<file path="src/rtl/writeback_arbiter_l7_pkg.sv">
// Shared widths and helpers for the writeback arbiter and its round-robin arbiter.
// The message struct lives in the top module because its widths are module parameters.
package writeback_arbiter_l7_pkg;

    localparam int PC_BITS        = 32;
    localparam int ARCH_ADDR_BITS = 5;
    localparam int DATA_BITS      = 32;

    // A one-input arbiter still needs a 1-bit pointer to have a legal vector.
    function automatic int ptr_bits(input int n);
        return (n > 1) ? $clog2(n) : 1;
    endfunction

endpackage

</file>
<file path="src/rtl/writeback_arbiter_l7_rr_arbiter.sv">
// Round-robin arbiter: one-hot grant to the first requester at or after the pointer.
// The pointer moves just past the winner whenever the grant is consumed.
module rr_arbiter
    import writeback_arbiter_l7_pkg::*;
#(
    parameter int p_width = 4
) (
    input  logic               clk,
    input  logic               rst,
    input  logic [p_width-1:0] req,
    input  logic               en,
    output logic [p_width-1:0] gnt
);

    localparam int PtrW = ptr_bits(p_width);

    logic [PtrW-1:0] ptr_q;
    logic [PtrW-1:0] ptr_d;
    logic            found;

    // First pass covers ptr..top; the second pass only wins when nothing at or above ptr requested.
    always_comb begin
        gnt   = '0;
        found = 1'b0;
        for (int i = 0; i < p_width; i++) begin
            if (!found && req[i] && (i >= int'(ptr_q))) begin
                gnt[i] = 1'b1;
                found  = 1'b1;
            end
        end
        for (int i = 0; i < p_width; i++) begin
            if (!found && req[i]) begin
                gnt[i] = 1'b1;
                found  = 1'b1;
            end
        end
    end

    always_comb begin
        ptr_d = ptr_q;
        if (en && (|gnt)) begin
            for (int i = 0; i < p_width; i++) begin
                if (gnt[i]) begin
                    ptr_d = (i == p_width - 1) ? '0 : PtrW'(i + 1);
                end
            end
        end
    end

    always_ff @(posedge clk) begin
        if (rst) begin
            ptr_q <= '0;
        end else begin
            ptr_q <= ptr_d;
        end
    end

endmodule

</file>
<file path="src/rtl/writeback_arbiter_l7.sv">
// Round-robin merge of execute-unit results into one registered writeback port.
// Data is passed through untouched; only the valid bit and arbitration pointer are reset.
module writeback_arbiter_l7
    import writeback_arbiter_l7_pkg::*;
#(
    parameter int p_num_pipes      = 4,
    parameter int p_seq_num_bits   = 5,
    parameter int p_phys_addr_bits = 6
) (
    input  logic                                              clk,
    input  logic                                              rst,
    input  logic [p_num_pipes-1:0]                            ex_val,
    output logic [p_num_pipes-1:0]                            ex_rdy,
    input  logic [p_num_pipes-1:0][PC_BITS-1:0]               ex_pc,
    input  logic [p_num_pipes-1:0][p_seq_num_bits-1:0]        ex_seq_num,
    input  logic [p_num_pipes-1:0][ARCH_ADDR_BITS-1:0]        ex_waddr,
    input  logic [p_num_pipes-1:0][DATA_BITS-1:0]             ex_wdata,
    input  logic [p_num_pipes-1:0]                            ex_wen,
    input  logic [p_num_pipes-1:0][p_phys_addr_bits-1:0]      ex_preg,
    input  logic [p_num_pipes-1:0][p_phys_addr_bits-1:0]      ex_ppreg,
    output logic                                              w_val,
    input  logic                                              w_rdy,
    output logic [PC_BITS-1:0]                                w_pc,
    output logic [p_seq_num_bits-1:0]                         w_seq_num,
    output logic [ARCH_ADDR_BITS-1:0]                         w_waddr,
    output logic [DATA_BITS-1:0]                              w_wdata,
    output logic                                              w_wen,
    output logic [p_phys_addr_bits-1:0]                       w_preg,
    output logic [p_phys_addr_bits-1:0]                       w_ppreg
);

    typedef struct packed {
        logic [PC_BITS-1:0]          pc;
        logic [p_seq_num_bits-1:0]   seq_num;
        logic [ARCH_ADDR_BITS-1:0]   waddr;
        logic [DATA_BITS-1:0]        wdata;
        logic                        wen;
        logic [p_phys_addr_bits-1:0] preg;
        logic [p_phys_addr_bits-1:0] ppreg;
    } x_w_msg_t;

    logic [p_num_pipes-1:0] gnt;
    logic                   can_accept;
    logic                   accept;
    x_w_msg_t               sel_msg;
    x_w_msg_t               out_msg_q;
    x_w_msg_t               out_msg_d;
    logic                   out_val_q;
    logic                   out_val_d;

    rr_arbiter #(
        .p_width (p_num_pipes)
    ) u_rr_arbiter (
        .clk (clk),
        .rst (rst),
        .req (ex_val),
        .en  (can_accept),
        .gnt (gnt)
    );

    // A slot is free when empty or when the current occupant leaves this cycle.
    always_comb begin
        can_accept = !out_val_q || w_rdy;
        accept     = (|gnt) && can_accept && !rst;
        ex_rdy     = (can_accept && !rst) ? gnt : '0;
    end

    always_comb begin
        sel_msg = '0;
        for (int i = 0; i < p_num_pipes; i++) begin
            if (gnt[i]) begin
                sel_msg.pc      = ex_pc[i];
                sel_msg.seq_num = ex_seq_num[i];
                sel_msg.waddr   = ex_waddr[i];
                sel_msg.wdata   = ex_wdata[i];
                sel_msg.wen     = ex_wen[i];
                sel_msg.preg    = ex_preg[i];
                sel_msg.ppreg   = ex_ppreg[i];
            end
        end
    end

    always_comb begin
        out_val_d = out_val_q;
        out_msg_d = out_msg_q;
        if (accept) begin
            out_val_d = 1'b1;
            out_msg_d = sel_msg;
        end else if (out_val_q && w_rdy) begin
            out_val_d = 1'b0;
        end
    end

    always_ff @(posedge clk) begin
        if (rst) begin
            out_val_q <= 1'b0;
        end else begin
            out_val_q <= out_val_d;
        end
        out_msg_q <= out_msg_d;
    end

    always_comb begin
        w_val     = out_val_q;
        w_pc      = out_msg_q.pc;
        w_seq_num = out_msg_q.seq_num;
        w_waddr   = out_msg_q.waddr;
        w_wdata   = out_msg_q.wdata;
        w_wen     = out_msg_q.wen;
        w_preg    = out_msg_q.preg;
        w_ppreg   = out_msg_q.ppreg;
    end

`ifndef SYNTHESIS
    function automatic string trace(input int trace_level);
        string s;
        s = "        ";
        if (accept) begin
            for (int i = 0; i < p_num_pipes; i++) begin
                if (gnt[i]) begin
                    s = $sformatf("g%0d:%02h  ", i, sel_msg.seq_num);
                end
            end
            if (trace_level > 1) begin
                s = {s, $sformatf("%08h ", sel_msg.wdata)};
            end
        end
        return s;
    endfunction
`endif

endmodule

</file>
<file path="config.mk">
export PLATFORM = sky130hd
export DESIGN_NAME = writeback_arbiter_l7
export DESIGN_NICKNAME = d
export VERILOG_FILES = /design/src/rtl/writeback_arbiter_l7_pkg.sv /design/src/rtl/writeback_arbiter_l7_rr_arbiter.sv /design/src/rtl/writeback_arbiter_l7.sv
export SDC_FILE = /design/constraint.sdc
export NUM_CORES = 1
export LEC_CHECK = 0
export CAP_MARGIN = 25
export CORE_AREA = 4 4 171 173
export DETAILED_ROUTE_END_ITERATION = 10
export DIE_AREA = 0 0 175 177
export GPL_TIMING_DRIVEN = 1
export HOLD_SLACK_MARGIN = 0.06
export PLACE_DENSITY = 0.61
export SLEW_MARGIN = 10
export SYNTH_ARGS = -nofsm -noshare
export SYNTH_HDL_FRONTEND = slang
export SYNTH_SLANG_ARGS = --single-unit
</file>
<file path="constraint.sdc">
create_clock -name clk -period 11.8 [get_ports clk]
set_input_delay 1.77 -clock clk [delete_from_list [all_inputs] [get_ports clk]]
set_output_delay 1.77 -clock clk [all_outputs]
set_load 0.005 [all_outputs]
</file>
==> flow_summary_export.csv, run 1 <==
group,metric,value,unit
run_status,status,"completed",
clock_tree,h-tree-depth,3,
synth,ys_seq_area_frac,0.556,
clock_tree,cts_setup_buffers,0,
final_layout,fin_nets,1204,
setup_path,critPathArrivalTime,4210,ps
synth,yosys.area.top_type,"edfxtp_1",
synth,ys_ff_latch,90,
floorplan,die_y,177,um
worst_hold_path,hp-start,"u_rr_arbiter.ptr_q[0]",
setup_path,cp_top_family,"buffers and inverters",
clock_tree,cts_resized,0,
detailed_routing,first_pass_iters,8,
grt,first_global_vias,5776,
detailed_routing,drc,0,
synth,synth_top_area_share,0.543,
detailed_routing,postRouteAntennaNets,0,
setup_path,r2r-end,"w_pc[23]",
place,place_congestion,0.745,
setup_path,crit_path_frequent_cell,"clkdlybuf4s50_1",
worst_hold_path,hold_class,"register to register",
floorplan,die_area,31000,um^2
setup_path,path_cells,"clkdlybuf4s50_1 -> or2_1 -> a21oi_1 -> o21a_4 -> buf_12 -> and2_1 -> clkdlybuf4s50_1",
timing,report.final.slew_viol_count,0,
floorplan,die_w,175,um
synth,synth_area,4810,um^2
synth,synth_edf_count,87,
grt,grt_pass1_wl,33100,um
synth,synthTopCellsByArea,"edfxtp_1, a222oi_1, a21oi_1",
timing,fin_hold_ws,633,ps
grt,grtUsageTotal,0.137,
setup_path,r2r_start,"u_rr_arbiter.ptr_q[1]",
timing,period_minus_slack,5980,ps
synth,synth_cell_types,29,
detailed_routing,drtIter0Drc,574,
synth,synth_area_per_cell,11.0,um^2
clock_tree,clk-insertion-delay-late,340,ps
power_and_ir_drop,p_per_area,108,nW/um^2
detailed_routing,vias_per_cell,4.54,
timing,timing_hold_violations_final,0,
setup_path,cp-start-kind,"input pin",
synth,syn-num-nets,792,
detailed_routing,via_count,5592,
place,hpwl,17400,um
clock_tree,root_buffer,"clkbuf_16",
synth,synthArstFlopShare,0,
timing,setup_viol,0,
synth,synthMostInstantiatedCell,"a21oi_1",
final_layout,drive_above_1_share,0.0328,
floorplan,core,27600,um^2
floorplan,rows,61,
clock_tree,clk_path_buf_depth,2,
timing,setup_tns,0,ps
final_layout,area_delta_synth_final,105,%
clock_tree,cts_buffers,9,
floorplan,boundaryPins,447,
setup_path,end_kind,"output port",
setup_path,cpMaxStageDelayCell,"clkdlybuf4s50_1",
synth,ys_warn_count,0,
place,portBuffers,446,
final_layout,fin_cells,1233,
detailed_routing,wl_per_cell,18.7,um
grt,grt_overflow_total,0,
timing,maxSlewHeadroom,0.342,
timing,fin_skew,9.99,ps
worst_hold_path,hold_path_depth,2,
setup_path,crit_buf_inv,3,
setup_path,crit_path_max_fanout,52,
power_and_ir_drop,p_leak,3.41,nW
setup_path,slowest_delay,530,ps
place,dp_cells,1214,
setup_path,cp.required,10030,ps
timing,rsz0062_at_grt,"false",
power_and_ir_drop,peakVddDrop,0.0443,mV
timing,max_freq,167,MHz
floorplan,start_util,0.174,
job,drv_cap,0,
clock_tree,cts_sinks,90,
detailed_routing,drt_wl_total,23000,um
setup_path,critPathKind,"input pin to output port",
clock_tree,tritoncts,"done",
worst_hold_path,hold_path_end,"u_rr_arbiter.ptr_q[0]",
setup_path,r2r_cells,6,
grt,antenna_found_initial,2,
setup_path,r2r_slack,8890,ps
synth,synth-main-ff-cell,"edfxtp_1",
clock_tree,clk_pin_slew,60,ps
timing,tightest_slew,987,ps
synth,synthTopCellsByCount,"a21oi_1, nor2_1, a222oi_1, edfxtp_1, clkbuf_1",
grt,grt_max_degree,91,
timing,timing.final.crit_share,0.507,
clock_tree,cts_hold_buf,0,
synth,netlist_instances,437,
==> cells by family (layout without fill, tap and decap cells) <==
family          count (synthesis)  in the layout  synth area share
compound gates                191            191             0.298
simple gates                  103            103            0.0862
flops                          90             90             0.556
buf+inv                        53            470            0.0604
other cells                     0              1                 0
==> report_power, final <==
group,switching (mW),total [mW],internal [mW],leakage (nW)
combinational,0.149,0.373,0.224,2.41
clock,0.130,0.272,0.142,0.127
sequential,0.0129,0.421,0.408,0.870
==> state kept, by name (all words and copies together), names as in the netlist <==
name / flops
w_preg: 6
w_pc: 32
w_wen: 1
w_ppreg: 6
w_seq_num: 5
w_val: 1
w_wdata: 32
w_waddr: 5
u_rr_arbiter.ptr_q: 2
==> metal layers <==
metal / vias up / track usage / wire, um
met5: - / 0 / 7
met4: 2 / 0.0570 / 771
met3: 36 / 0.0564 / 2520
met2: 340 / 0.246 / 11500
met1: 2566 / 0.141 / 8280
li1: 2648 / - / -
==> worst reg2reg max path: cells and delay by family, from the launching register on <==
family / cells / cell delay (ps)
buffers and inverters: 3 / 1650
AO/OA/AOI/OAI: 3 / 580
flip-flops: 1 / 400
==> cell usage in the layout, fill, tap and decap left out, types with 2 or more instances in the layout <==
cell type,count
clkdlybuf4s50_1,446
a21oi_1,93
nor2_1,90
a222oi_1,87
edfxtp_1,87
clkbuf_16,9
buf_4,4
dfxtp_1,3
or2_2,2
inv_1,2
o21a_1,2
and2_1,2
clkinv_1,2
clkinvlp_4,2
buf_12,2
==> worst max path at each step <==
stage                 to  depth (start not counted)       from  slack (ps)
2_1_floorplan    w_pc[0]                          3      w_rdy        5520
3_3_place_gp   ex_rdy[2]                          6  ex_val[3]        5690
3_5_place_dp   ex_rdy[2]                          6  ex_val[3]        5660
4_1_cts        ex_rdy[2]                          6  ex_val[3]        5670
5_1_grt        ex_rdy[2]                          7  ex_val[3]        5670
6_report       ex_rdy[2]                          7  ex_val[3]        5820
==> metrics by stage <==
step                setup WS (ps)  power (mW)  utilization  instance area, um^2
detailed placement           5660       0.799        0.345                 9530
CTS                          5670        1.09        0.355                 9800
global placement             5690       0.797        0.345                 9530
global route                 5670        1.13        0.356                 9840
finish                       5820        1.07        0.356                 9840
floorplan                    5520       0.570            -                 4810
==> final cells by class <==
class                   count  area [um^2]
diodes                      1         2.50
repair buffers            452         4530
multi-input cells         294         1880
clock inverters             7         45.0
inverters                   2         7.51
clock buffers               9          225
well taps                 378          473
fillers                  2851        17800
flip-flops and latches     90         2670
Note: power is estimated with default switching activity, not from simulation.
==> inputs of run 2 (changes only) <==
- clock period: 11.8 -> 6.05 ns (I/O delays scaled with it)
==> run 2 against run 1 <==
Die area stayed put. Sequential cell count stayed put. Register-to-register slack worse by 5400 ps. Power is 95% higher. Via count is 1.5% higher. Clock power up 97%. Non-clock buffer count up 1. Count of clock-buffer cells in the layout stayed put. Global-route usage up 0.36 points. Routed wire length rose by 1.7%. Critical path depth shrank 1. First-iteration DRC count down 9.2%.
==> flow_summary_export.csv, run 2 (same netlist as run 1, synthesis figures left out) <==
group,metric,value,unit
floorplan,boundaryPins,447,
floorplan,die_area,31000,um^2
setup_path,path_cells,"clkdlybuf4s50_1 -> or2_1 -> nand2_1 -> o211a_4 -> and2_1 -> clkdlybuf4s50_1",
setup_path,cp.required,5140,ps
floorplan,die_w,175,um
floorplan,rows,61,
timing,timing_hold_violations_final,0,
power_and_ir_drop,p_leak,3.41,nW
clock_tree,tritoncts,"done",
timing,report.final.slew_viol_count,0,
clock_tree,cts_sinks,90,
setup_path,critPathKind,"input pin to output port",
worst_hold_path,hold_path_depth,2,
clock_tree,cts_buffers,9,
clock_tree,cts_setup_buffers,0,
setup_path,r2r_start,"u_rr_arbiter.ptr_q[0]",
grt,grtUsageTotal,0.141,
setup_path,crit_path_max_fanout,42,
run_status,status,"completed",
setup_path,r2r_cells,6,
clock_tree,clk-insertion-delay-late,340,ps
power_and_ir_drop,p_per_area,212,nW/um^2
floorplan,die_y,177,um
setup_path,cp-start-kind,"input pin",
floorplan,start_util,0.174,
setup_path,end_kind,"output port",
final_layout,area_delta_synth_final,104,%
final_layout,fin_nets,1205,
clock_tree,cts_resized,0,
worst_hold_path,hold_class,"register to register",
clock_tree,h-tree-depth,3,
detailed_routing,drc,0,
worst_hold_path,hold_path_end,"u_rr_arbiter.ptr_q[0]",
floorplan,core,27600,um^2
grt,grt_pass1_wl,33700,um
place,place_congestion,0.745,
timing,tightest_slew,983,ps
timing,rsz0062_at_grt,"false",
detailed_routing,postRouteAntennaNets,0,
timing,maxSlewHeadroom,0.345,
timing,timing.final.crit_share,0.647,
place,hpwl,17900,um
grt,first_global_vias,5855,
power_and_ir_drop,power,2.08,mW
detailed_routing,drt_wl_total,23400,um
clock_tree,root_buffer,"clkbuf_16",
place,portBuffers,446,
grt,antenna_found_initial,0,
final_layout,most-common-layout-cells,"clkdlybuf4s50_1, a21oi_1, nor2_1, a222oi_1, edfxtp_1",
detailed_routing,first_pass_iters,9,
timing,fin_skew,7.28,ps
timing,period_minus_slack,3920,ps
final_layout,layout_commonest_cell,"clkdlybuf4s50_1",
timing,setup_viol,0,
grt,grt_max_degree,96,
setup_path,cpMaxStageDelayCell,"clkdlybuf4s50_1",
clock_tree,clk_path_buf_depth,2,
clock_tree,cts_hold_buf,0,
grt,grt_overflow_total,0,
detailed_routing,via_count,5675,
setup_path,crit_path_frequent_cell,"clkdlybuf4s50_1",
setup_path,critPathArrivalTime,3010,ps
detailed_routing,drtIter0Drc,521,
job,drv_cap,0,
timing,setup_tns,0,ps
power_and_ir_drop,peakVddDrop,0.0937,mV
worst_hold_path,hp-start,"u_rr_arbiter.ptr_q[0]",
setup_path,r2r-end,"w_pc[6]",
final_layout,fillers,2838,
clock_tree,clk_pin_slew,70,ps
final_layout,drive_above_1_share,0.0339,
setup_path,r2r_slack,3490,ps
setup_path,slowest_delay,530,ps
timing,max_freq,255,MHz
final_layout,num_antenna_cells,0,
detailed_routing,vias_per_cell,4.60,
detailed_routing,wl_per_cell,19.0,um
run 2: how the worst max path moves through the flow:
stage,start,to,slack [ps],cells after the start
after CTS,ex_val[3],ex_rdy[1],2100,6
after detailed placement,ex_val[3],ex_rdy[1],2070,6
after floorplan,w_rdy,w_pc[0],640,3
after global routing,ex_val[3],ex_rdy[1],2020,6
final,ex_val[3],ex_rdy[1],2130,6
after global placement,ex_val[3],ex_rdy[1],2110,6
run 2: report_power, final:
group | switching [mW] | internal (mW)
Sequential | 0.0255 | 0.795
Clock | 0.259 | 0.278
Combinational | 0.290 | 0.433
Total | 0.574 | 1.51
run 2: critical path, delay by kind of cell:
family                 cells  cell delay, ps
AND/OR/NAND/NOR            3             580
AO/OA/AOI/OAI              1             480
buffers and inverters      2            1020
run 2: through the flow:
step	cells	hold slack [ps]	setup slack, ps	util	cell area [um^2]
after CTS	1233	649	2100	0.355	9820
final	1233	658	2130	0.355	9820
after global placement	1217	609	2110	0.346	9550
after global routing	1233	705	2020	0.355	9820
after detailed placement	1217	636	2070	0.346	9550
after floorplan	437	587	636	-	4810
run 2: final cells by class:
class / instances / area [um^2] / share of cell area
Tap cell: 378 / 473 / 0.0482
Clock buffer: 9 / 225 / 0.0229
Inverter: 2 / 7.51 / 0.000764
Multi-Input combinational cell: 294 / 1880 / 0.191
Clock inverter: 7 / 45.0 / 0.00459
Timing Repair Buffer: 453 / 4520 / 0.460
Sequential cell: 90 / 2670 / 0.272
run 2: metal layers:
metal | vias up | wire [um] | global-route usage
li1 | 2650 | - | -
met1 | 2667 | 8360 | 0.145
met2 | 333 | 12000 | 0.261
met3 | 25 | 2510 | 0.0566
met4 | 0 | 516 | 0.0445
met5 | - | 0 | 0
==> inputs of run 3 (changes only) <==
- PLACE_DENSITY: 0.61 -> 0.63
- clock period: 6.05 -> 3.15 ns (I/O delays scaled with it)
==> run 3 against run 2 <==
Register-to-register slack worse by 2500 ps. Combinational power rose by 96%. Utilization is 0.49 points higher. Die area is the same. Sequential power rose by 92%. Clock skew up 2.9 ps. Sequential cell count is the same. Power grew 98%. Largest cell class unchanged. Highest routed layer unchanged.
==> flow_summary_export.csv, run 3 (same netlist as run 1, synthesis figures left out) <==
group,metric,value,unit
run_status,status,"completed",
worst_hold_path,hold_class,"register to register",
timing,max_freq,361,MHz
grt,grtUsageTotal,0.141,
clock_tree,clk_path_buf_depth,2,
clock_tree,tritoncts,"done",
setup_path,crit_path_frequent_cell,"clkdlybuf4s50_1",
clock_tree,h-tree-depth,3,
floorplan,rows,61,
detailed_routing,drt_wl_total,23800,um
detailed_routing,first_pass_iters,9,
job,drv_cap,0,
setup_path,path_cells,"clkdlybuf4s50_1 -> or2_2 -> a21oi_1 -> o21a_4 -> and2_1 -> clkdlybuf4s50_1",
clock_tree,cts_resized,0,
power_and_ir_drop,p_leak,3.48,nW
timing,rsz0062_at_grt,"false",
floorplan,boundaryPins,447,
setup_path,crit_path_max_fanout,6,
detailed_routing,postRouteAntennaNets,0,
timing,fin_skew,10.2,ps
setup_path,critPathKind,"input pin to output port",
timing,setup_tns,0,ps
place,hpwl,18400,um
final_layout,num_antenna_cells,0,
setup_path,end_kind,"output port",
final_layout,drive_above_1_share,0.0395,
setup_path,cp.required,2680,ps
clock_tree,cts_hold_buf,0,
detailed_routing,wl_per_cell,19.2,um
timing,tightest_slew,743,ps
timing,report.final.slew_viol_count,0,
clock_tree,clk_pin_slew,60,ps
grt,grt_overflow_total,0,
floorplan,die_y,177,um
grt,antenna_found_initial,0,
clock_tree,root_buffer,"clkbuf_16",
timing,maxSlewHeadroom,0.505,
setup_path,cp-start-kind,"input pin",
place,place_congestion,0.757,
grt,grt_max_degree,69,
power_and_ir_drop,p_per_area,414,nW/um^2
clock_tree,cts_buffers,9,
final_layout,fillers,2834,
detailed_routing,vias_per_cell,4.61,
floorplan,die_area,31000,um^2
timing,period_minus_slack,2770,ps
setup_path,cpMaxStageDelayCell,"clkdlybuf4s50_1",
floorplan,start_util,0.174,
clock_tree,cts_setup_buffers,0,
final_layout,most-common-layout-cells,"clkdlybuf4s50_1, a21oi_1, nor2_1, a222oi_1, edfxtp_1",
power_and_ir_drop,peakVddDrop,0.244,mV
timing,fin_hold_ws,649,ps
final_layout,fin_nets,1210,
clock_tree,cts_sinks,90,
detailed_routing,drtIter0Drc,529,
final_layout,area_delta_synth_final,107,%
final_layout,multi_input_area,1880,um^2
grt,first_global_vias,5804,
clock_tree,clk-insertion-delay-late,340,ps
final_layout,layout_commonest_cell,"clkdlybuf4s50_1",
grt,grt_pass1_wl,33600,um
floorplan,core,27600,um^2
place,portBuffers,446,
timing,timing.final.crit_share,0.880,
timing,setup_viol,0,
detailed_routing,via_count,5702,
detailed_routing,drc,0,
floorplan,die_w,175,um
setup_path,critPathArrivalTime,2300,ps
final_layout,seq_area,2670,um^2
setup_path,slowest_delay,500,ps
timing,timing_hold_violations_final,0,
==> run 3: changes by cell type in the layout (fill, tap and decap cells not counted), sizes merged <==
| cell | previous run | this run |
|---|---|---|
| clkinv | 4 | 5 |
| buf | 7 | 12 |
| clkinvlp | 2 | 0 |
| bufinv | 0 | 1 |
==> run 3: routing by layer <==
metal / part of all wire / GRT usage
met5: 0 / 0
met4: 0.025 / 0.0452
met3: 0.11 / 0.0502
met2: 0.52 / 0.265
met1: 0.35 / 0.145
==> run 3: critical path, delay by kind of cell <==
family	cells	cell delay, ps
buf+inv	2	1000
simple gates	2	470
compound gates	2	360
==> run 3: cell type report <==
class / instances / share of cell area
Timing Repair Buffer: 458 / 0.465
Inverter: 2 / 0.000754
Tap cell: 378 / 0.0475
Clock buffer: 9 / 0.0226
Sequential cell: 90 / 0.268
Clock inverter: 7 / 0.00691
Multi-Input combinational cell: 294 / 0.189
==> run 3: path summary, 6_finish.rpt <==
path / startpoint / endpoint / slack [ps] / cells past startpoint
min: w_val / w_val / 650 / 3
min reg2reg: w_val / w_val / 650 / 3
max: ex_val[0] / ex_rdy[2] / 380 / 6
max reg2reg: u_rr_arbiter.ptr_q[1] / w_ppreg[5] / 1000 / 7
==> run 3: metrics by stage <==
step	power, mW	setup slack [ps]	util	instances	instance area, um^2
2_1_floorplan	2.13	610	-	437	4810
3_3_place_gp	3.02	427	0.350	1222	9660
3_5_place_dp	3.04	400	0.350	1222	9660
4_1_cts	4.21	386	0.360	1238	9960
5_1_grt	4.35	332	0.360	1238	9960
6_report	4.12	378	0.360	1238	9960
==> run 3: power by group <==
part | total (mW) | switching, mW | internal [mW] | leakage [nW]
Combinational | 1.42 | 0.561 | 0.859 | 2.47
Sequential | 1.58 | 0.0521 | 1.53 | 0.870
Clock | 1.12 | 0.503 | 0.616 | 0.145
Total | 4.12 | 1.12 | 3.00 | 3.48
